==> src/rtl/data_mem_pkg.sv <==
`default_nettype none
// ============================================================================
// Module : data_mem_pkg
// Brief  : FSM encoding, latency limit and byte-lane helper for data_mem_pipe.
// Rev    : 1.0
// ============================================================================
package data_mem_pkg;

  localparam int RD_LAT_MAX = 3;

  localparam logic [0:0] ST_CLEAR = 1'b0;
  localparam logic [0:0] ST_IDLE  = 1'b1;

  function automatic logic [7:0] byte_lane_mask(input logic be_bit);
    return {8{be_bit}};
  endfunction

endpackage
`default_nettype wire

==> src/rtl/data_mem_pipe_if.sv <==
`default_nettype none
// ============================================================================
// Module : data_mem_pipe_if
// Brief  : Request/response bundle between the MEM stage and data_mem_pipe.
// Rev    : 1.0
// ============================================================================
interface data_mem_pipe_if #(
  parameter int DATA_W = 16
);

  logic                  req_valid;
  logic                  req_ready;
  logic                  req_we;
  logic [15:0]           req_addr;
  logic [DATA_W/8-1:0]   req_be;
  logic [DATA_W-1:0]     req_wdata;
  logic                  rsp_valid;
  logic [DATA_W-1:0]     rsp_rdata;
  logic                  rsp_err;
  logic                  busy;

  modport master (
    output req_valid, req_we, req_addr, req_be, req_wdata,
    input  req_ready, rsp_valid, rsp_rdata, rsp_err, busy
  );

  modport slave (
    input  req_valid, req_we, req_addr, req_be, req_wdata,
    output req_ready, rsp_valid, rsp_rdata, rsp_err, busy
  );

endinterface
`default_nettype wire

==> src/rtl/data_mem_rsp_pipe.sv <==
`default_nettype none
// ============================================================================
// Module : data_mem_rsp_pipe
// Brief  : Fixed-depth response shift register {valid, err, rdata}, flushed on rst.
// Rev    : 1.0
// ============================================================================
module data_mem_rsp_pipe
  import data_mem_pkg::*;
#(
  parameter int DATA_W = 16,
  parameter int LAT    = 1
) (
  input  logic              clk,
  input  logic              rst,
  input  logic              in_valid,
  input  logic              in_err,
  input  logic [DATA_W-1:0] in_rdata,
  output logic              out_valid,
  output logic              out_err,
  output logic [DATA_W-1:0] out_rdata
);

  // Out-of-range latencies are clamped so the pipe always has 1..RD_LAT_MAX stages.
  localparam int STAGES = (LAT < 1) ? 1 : ((LAT > RD_LAT_MAX) ? RD_LAT_MAX : LAT);

  logic [STAGES-1:0] valid_q, valid_d;
  logic [STAGES-1:0] err_q, err_d;
  logic [DATA_W-1:0] rdata_q [STAGES];
  logic [DATA_W-1:0] rdata_d [STAGES];

  always_comb begin
    valid_d[0] = in_valid;
    err_d[0]   = in_err;
    rdata_d[0] = in_rdata;
    for (int s = 1; s < STAGES; s++) begin
      valid_d[s] = valid_q[s-1];
      err_d[s]   = err_q[s-1];
      rdata_d[s] = rdata_q[s-1];
    end
  end

  always_ff @(posedge clk) begin
    if (rst) begin
      valid_q <= '0;
      err_q   <= '0;
      for (int s = 0; s < STAGES; s++) begin
        rdata_q[s] <= '0;
      end
    end else begin
      valid_q <= valid_d;
      err_q   <= err_d;
      for (int s = 0; s < STAGES; s++) begin
        rdata_q[s] <= rdata_d[s];
      end
    end
  end

  assign out_valid = valid_q[STAGES-1];
  assign out_err   = err_q[STAGES-1];
  assign out_rdata = rdata_q[STAGES-1];

endmodule
`default_nettype wire

==> src/rtl/data_mem_pipe.sv <==
`default_nettype none
// ============================================================================
// Module : data_mem_pipe
// Brief  : Pipelined data RAM with byte enables, range check and post-reset clear.
// Rev    : 1.0
// ============================================================================
module data_mem_pipe
  import data_mem_pkg::*;
#(
  parameter int DATA_W       = 16,
  parameter int DEPTH        = 256,
  parameter int RD_LAT       = 1,
  parameter int CLEAR_ON_RST = 1
) (
  input  logic            clk,
  input  logic            rst,
  data_mem_pipe_if.slave  bus
);

  localparam int         BE_W       = DATA_W / 8;
  localparam int         ADDR_W     = (DEPTH > 1) ? $clog2(DEPTH) : 1;
  localparam logic [0:0] ST_AFTER_RST = (CLEAR_ON_RST != 0) ? ST_CLEAR : ST_IDLE;

  logic [0:0]        state_q, state_d;
  logic [ADDR_W-1:0] clr_ptr_q, clr_ptr_d;
  logic [DATA_W-1:0] mem_q [DEPTH];

  logic              ready;
  logic              accept;
  logic              in_range;
  logic [ADDR_W-1:0] req_idx;
  logic [DATA_W-1:0] be_mask;
  logic [DATA_W-1:0] rd_word;
  logic              wr_en;
  logic [ADDR_W-1:0] wr_idx;
  logic [DATA_W-1:0] wr_data;
  logic              pipe_in_err;
  logic [DATA_W-1:0] pipe_in_rdata;
  logic              pipe_valid;
  logic              pipe_err;
  logic [DATA_W-1:0] pipe_rdata;

  for (genvar i = 0; i < BE_W; i++) begin : g_lane
    assign be_mask[8*i +: 8] = byte_lane_mask(bus.req_be[i]);
  end

  always_comb begin
    in_range = (32'(bus.req_addr) < DEPTH);
    req_idx  = bus.req_addr[ADDR_W-1:0];
    rd_word  = mem_q[req_idx];
    ready    = !rst && (state_q == ST_IDLE);
    accept   = bus.req_valid && ready;
  end

  always_comb begin
    state_d   = state_q;
    clr_ptr_d = clr_ptr_q;
    if (state_q == ST_CLEAR) begin
      clr_ptr_d = clr_ptr_q + ADDR_W'(1);
      if (clr_ptr_q == ADDR_W'(DEPTH - 1)) begin
        state_d   = ST_IDLE;
        clr_ptr_d = '0;
      end
    end
  end

  // One write port shared by the clear sweep and stores; they never overlap
  // because requests are refused while clearing.
  always_comb begin
    wr_en   = 1'b0;
    wr_idx  = req_idx;
    wr_data = (rd_word & ~be_mask) | (bus.req_wdata & be_mask);
    if (!rst && (state_q == ST_CLEAR)) begin
      wr_en   = 1'b1;
      wr_idx  = clr_ptr_q;
      wr_data = '0;
    end else if (accept && bus.req_we && in_range) begin
      wr_en   = 1'b1;
    end
  end

  always_comb begin
    pipe_in_err   = accept && !in_range;
    pipe_in_rdata = (accept && !bus.req_we && in_range) ? rd_word : '0;
  end

  always_ff @(posedge clk) begin
    if (rst) begin
      state_q   <= ST_AFTER_RST;
      clr_ptr_q <= '0;
    end else begin
      state_q   <= state_d;
      clr_ptr_q <= clr_ptr_d;
    end
  end

  always_ff @(posedge clk) begin
    if (wr_en) begin
      mem_q[wr_idx] <= wr_data;
    end
  end

  data_mem_rsp_pipe #(
    .DATA_W (DATA_W),
    .LAT    (RD_LAT)
  ) u_rsp_pipe (
    .clk       (clk),
    .rst       (rst),
    .in_valid  (accept),
    .in_err    (pipe_in_err),
    .in_rdata  (pipe_in_rdata),
    .out_valid (pipe_valid),
    .out_err   (pipe_err),
    .out_rdata (pipe_rdata)
  );

  // Outputs are forced low for the whole reset, including its first cycle.
  always_comb begin
    bus.req_ready = ready;
    bus.busy      = !rst && (state_q == ST_CLEAR);
    bus.rsp_valid = !rst && pipe_valid;
    bus.rsp_err   = !rst && pipe_valid && pipe_err;
    bus.rsp_rdata = (!rst && pipe_valid) ? pipe_rdata : '0;
  end

endmodule
`default_nettype wire
==> src/flat_wrapper.sv <==
// flat-port wrapper written by rule: the top's interface ports become plain ports
module data_mem_pipe_flat import data_mem_pkg::*;
#(
  parameter int DATA_W       = 16,
  parameter int DEPTH        = 256,
  parameter int RD_LAT       = 1,
  parameter int CLEAR_ON_RST = 1
)
  (clk, rst, bus_req_valid, bus_req_we, bus_req_addr, bus_req_be, bus_req_wdata, bus_req_ready, bus_rsp_valid, bus_rsp_rdata, bus_rsp_err, bus_busy);
  data_mem_pipe_if #(.DATA_W(DATA_W)) bus_i ();
  input  logic clk;
  input  logic rst;
  input wire logic [$bits(bus_i.req_valid)-1:0] bus_req_valid;
  input wire logic [$bits(bus_i.req_we)-1:0] bus_req_we;
  input wire logic [$bits(bus_i.req_addr)-1:0] bus_req_addr;
  input wire logic [$bits(bus_i.req_be)-1:0] bus_req_be;
  input wire logic [$bits(bus_i.req_wdata)-1:0] bus_req_wdata;
  output wire logic [$bits(bus_i.req_ready)-1:0] bus_req_ready;
  output wire logic [$bits(bus_i.rsp_valid)-1:0] bus_rsp_valid;
  output wire logic [$bits(bus_i.rsp_rdata)-1:0] bus_rsp_rdata;
  output wire logic [$bits(bus_i.rsp_err)-1:0] bus_rsp_err;
  output wire logic [$bits(bus_i.busy)-1:0] bus_busy;
  assign bus_i.req_valid = bus_req_valid;
  assign bus_i.req_we = bus_req_we;
  assign bus_i.req_addr = bus_req_addr;
  assign bus_i.req_be = bus_req_be;
  assign bus_i.req_wdata = bus_req_wdata;
  assign bus_req_ready = bus_i.req_ready;
  assign bus_rsp_valid = bus_i.rsp_valid;
  assign bus_rsp_rdata = bus_i.rsp_rdata;
  assign bus_rsp_err = bus_i.rsp_err;
  assign bus_busy = bus_i.busy;
  data_mem_pipe #(.DATA_W(DATA_W), .DEPTH(DEPTH), .RD_LAT(RD_LAT), .CLEAR_ON_RST(CLEAR_ON_RST)) u_core (.clk(clk), .rst(rst), .bus(bus_i));
endmodule
==> config.mk <==
export PLATFORM = sky130hd
export DESIGN_NAME = data_mem_pipe_flat
export DESIGN_NICKNAME = d
export VERILOG_FILES = /design/src/rtl/data_mem_pkg.sv /design/src/rtl/data_mem_pipe_if.sv /design/src/rtl/data_mem_rsp_pipe.sv /design/src/rtl/data_mem_pipe.sv /design/src/flat_wrapper.sv
export SDC_FILE = /design/constraint.sdc
export NUM_CORES = 2
export LEC_CHECK = 0
export ABC_CLOCK_PERIOD_IN_PS = 18900
export BUFFER_PORTS_ARGS = -buffer_cell sky130_fd_sc_hd__buf_2
export CELL_PAD_IN_SITES_DETAIL_PLACEMENT = 0
export CELL_PAD_IN_SITES_GLOBAL_PLACEMENT = 1
export CORE_ASPECT_RATIO = 1.2
export CORE_UTILIZATION = 45
export CTS_BUF_LIST = sky130_fd_sc_hd__clkbuf_8
export CTS_CLUSTER_SIZE = 28
export DETAILED_ROUTE_END_ITERATION = 10
export MAX_ROUTING_LAYER = met4
export PLACE_DENSITY = 0.73
export SLEW_MARGIN = 10
export SYNTH_ARGS = -nofsm -noshare
export SYNTH_HDL_FRONTEND = slang
export SYNTH_MEMORY_MAX_BITS = 65536
export SYNTH_SLANG_ARGS = --single-unit
==> constraint.sdc <==
create_clock -name clk -period 18.9 [get_ports clk]
set_input_delay 0.945 -clock clk [delete_from_list [all_inputs] [get_ports clk]]
set_output_delay 0.945 -clock clk [all_outputs]
set_load 0.01 [all_outputs]
==> flow_metrics.tcl <==
set metrics [dict create \
    final_common_cell "edfxtp_1" \
    avgRoutedWirePerCell_um 35.56 \
    slew_viol_final 0 \
    max_slew_margin 0.08146 \
    critPathRequiredTime_ns 19.58 \
    post_cts_buffers 0 \
    drt_iter0_drc 11780 \
    worstMarginPinSlew_ns 1.366 \
    final_nets 8063 \
    synth-compound-area-share 0.02978 \
    max-clock-path-buffers 4 \
    dpl-instance-area_um2 166600 \
    cts_sinks 4123 \
    skew_ns 0.07481 \
    fin_setup_tns_ns 0 \
    multi_input_area_um2 33380 \
    pre_cts_ws_ns 10.57 \
    worstSetupEndpointType "flip-flop" \
    fin_crit_sh 0.3823 \
    power_uw 17770 \
    syn-num-nets 7390 \
    grt_remaining_overflow 0 \
    via_count 83630 \
    routabilityCongestion 0.8743 \
    route.detailed.drc 0 \
    initial_core_util 0.4534 \
    layout_common_cells "4096 x edfxtp_1, 920 x mux4_2, 620 x clkbuf_8, 446 x buf_4, 278 x nor2_1" \
    synth_ff_type "edfxtp_1" \
    timing.fmax_mhz 138.4 \
    synth-seq-area-share 0.7767 \
    synth_seq_cells 4123 \
    crit_type "in -> reg" \
    cts_tree "yes" \
    ios 58 \
    vdd_drop_max_v 0.00005463 \
    fin_util 0.5053 \
    hpwl_um 277500 \
    vias_per_cell 6.361 \
    final_antenna_net_count 0 \
    outcome "finished, final reports clean" \
    setup_viol 0 \
    clk_latency_ns 1.10 \
    fp.dieH_um 653.3 \
    syn_area_per_cell_um2 21.64 \
    synth_edf_count 4096 \
    grt_pass1_vias 82860 \
    synthesis.instances 7351 \
    cts-resized-gates 0 \
    synth_mux_area_frac 0.1508 \
    hold_viol 0 \
    totalWireLength_um 467500 \
    seqCellArea_um2 123500 \
    antenna_found_initial 23 \
    grt_usage 0.2689 \
    power.density_nw_per_um2 100.2 \
    async_reset_ff_frac 0 \
    yosysWarningCount 0 \
    maxCapViolations 0 \
    cp_max_fo 112 \
    fin_crit_ns 7.225 \
    area_delta_synth_final_pct 11.45 \
    grt_pass1_wl_um 645000 \
    die-area_um2 355800 \
    fill_cells 27730 \
    crit_path_start_kind "input pin" \
    synth_top_family_by_area "multiplexers" \
    rows 238 \
    synth_fa_ha_area_frac 0.00007867 \
    cts.reportedPaths.clkPinSlew_ns 0.06 \
    yosys.area_share.simple 0.02550 \
    leakage_uw 0.05641 \
    ys_types 78 \
    crit_arrival_ns 7.91 \
    finalWorstSetupSlack_ns 11.67 \
    drive_gt1_frac 0.2763 \
    first_pass_iters 6 \
    core_um2 350800 \
    die_w_um 544.7 \
    cts_root_buffer "clkbuf_8" \
    holdBufCountCts 0 \
    final_area_um2 177300 \
    io_buffer_count 57 \
    cts_max_level 6 \
    cts_made_buffers 596 \
    hold_class "in -> reg" \
    rsz0062_at_grt "false" \
    synth_xor_xnor_area_share 0.0002203 \
    grt_max_degree 257 \
    netlist_area_um2 159100 \
]
## power breakdown
part / internal (uW) / switching [uW]
Clock: 3180 / 3350
Combinational: 296 / 755
Sequential: 10200 / 3.94
Total: 13700 / 4110
## cells by family after synthesis
logic type | count (synthesis)
XOR/XNOR | 4
buffers and inverters | 443
AND/OR/NAND/NOR | 887
adder cells (fa/ha/maj) | 1
AO/OA/AOI/OAI | 687
flip-flops | 4123
multiplexers | 1206
## metal layers
metal	global-route usage	vias up	share of wire	routed length, um
li1	-	32390	-	-
met2	0.4166	5550	0.48	224900
met4	0.1285	0	0.052	24510
met1	0.3412	44690	0.36	168700
met3	0.05416	1004	0.11	49490
met5	-	-	0	0
## Yosys cell counts (6+ instances only)
cell	number	area share
or3_1	10	0.00039
nand3b_1	13	0.00061
nand2_1	217	0.0051
a21oi_1	101	0.0032
clkbuf_1	142	0.0034
nor2b_1	21	0.00083
or4_1	11	0.00052
o41ai_2	6	0.00061
edfxtp_1	4096	0.77
o32ai_1	12	0.00066
mux2_2	36	0.0025
mux4_1	22	0.0036
o22ai_1	141	0.0055
o2111ai_1	9	0.00050
mux2i_1	228	0.014
nand3_1	80	0.0025
nor2_1	344	0.0081
a221oi_1	33	0.0018
or2_2	8	0.00031
a211oi_1	9	0.00042
a221o_1	7	0.00044
nor4_1	18	0.00071
o211ai_1	22	0.0010
a31oi_1	31	0.0012
buf_2	124	0.0039
nor3_1	73	0.0023
buf_6	50	0.0035
buf_1	21	0.00050
dfxtp_1	27	0.0034
o21ai_0	67	0.0021
o21ai_1	16	0.00050
buf_4	82	0.0039
a22oi_1	143	0.0067
o31ai_1	12	0.00057
buf_8	6	0.00057
mux4_2	920	0.13
buf_12	7	0.00088
and3_1	26	0.0010
nand2b_1	13	0.00051
o221ai_1	26	0.0014
and2_1	27	0.0011
## flip-flops by register name, summed over array words and instances (netlist names)
signal                       flops
u_core.u_rsp_pipe.out_err        1
u_core.state_q                   1
u_core.u_rsp_pipe.rdata_q       16
u_core.mem_q                  4096
u_core.u_rsp_pipe.out_valid      1
u_core.clr_ptr_q                 8
## stage by stage
| stage | hold slack [ns] | cells |
|---|---|---|
| 5_1_grt | 0.1653 | 13140 |
| 4_1_cts | 0.09817 | 13120 |
| 3_3_place_gp | 0.5243 | 12100 |
| 3_5_place_dp | 0.5370 | 12110 |
| 6_report | 0.1571 | 13150 |
| 2_1_floorplan | 0.4964 | 7351 |
## worst paths after layout
kind | slack, ns | to | cells after the start | start
worst min-delay path | 0.16 | u_core.u_rsp_pipe.out_valid | 2 | bus_req_valid
worst max register to register | 13.01 | u_core.mem_q[245][6] | 9 | u_core.state_q
worst min register to register | 0.56 | u_core.clr_ptr_q[5] | 2 | u_core.clr_ptr_q[5]
worst max-delay path | 11.67 | u_core.mem_q[192][15] | 12 | bus_req_addr[0]
## critical path: stages
cell	delay [ns]
buf_12	0.36
buf_4	0.68
buf_4	0.58
buf_4	0.76
buf_4	0.76
mux4_2	0.36
a221oi_1	0.17
a2111oi_0	0.52
nor3_1	0.22
o41ai_4	0.41
buf_4	0.79
buf_4	0.92
## area by class of cell
| cell class | count | area share |
|---|---|---|
| Antenna cell | 24 | 0.0003388 |
| Clock buffer | 620 | 0.04814 |
| Clock inverter | 398 | 0.01143 |
| Inverter | 9 | 0.0002400 |
| Multi-Input combinational cell | 2785 | 0.1883 |
| Sequential cell | 4123 | 0.6969 |
| Tap cell | 4680 | 0.03303 |
| Timing Repair Buffer | 509 | 0.02157 |
Note: power is estimated with default switching activity, not from simulation.
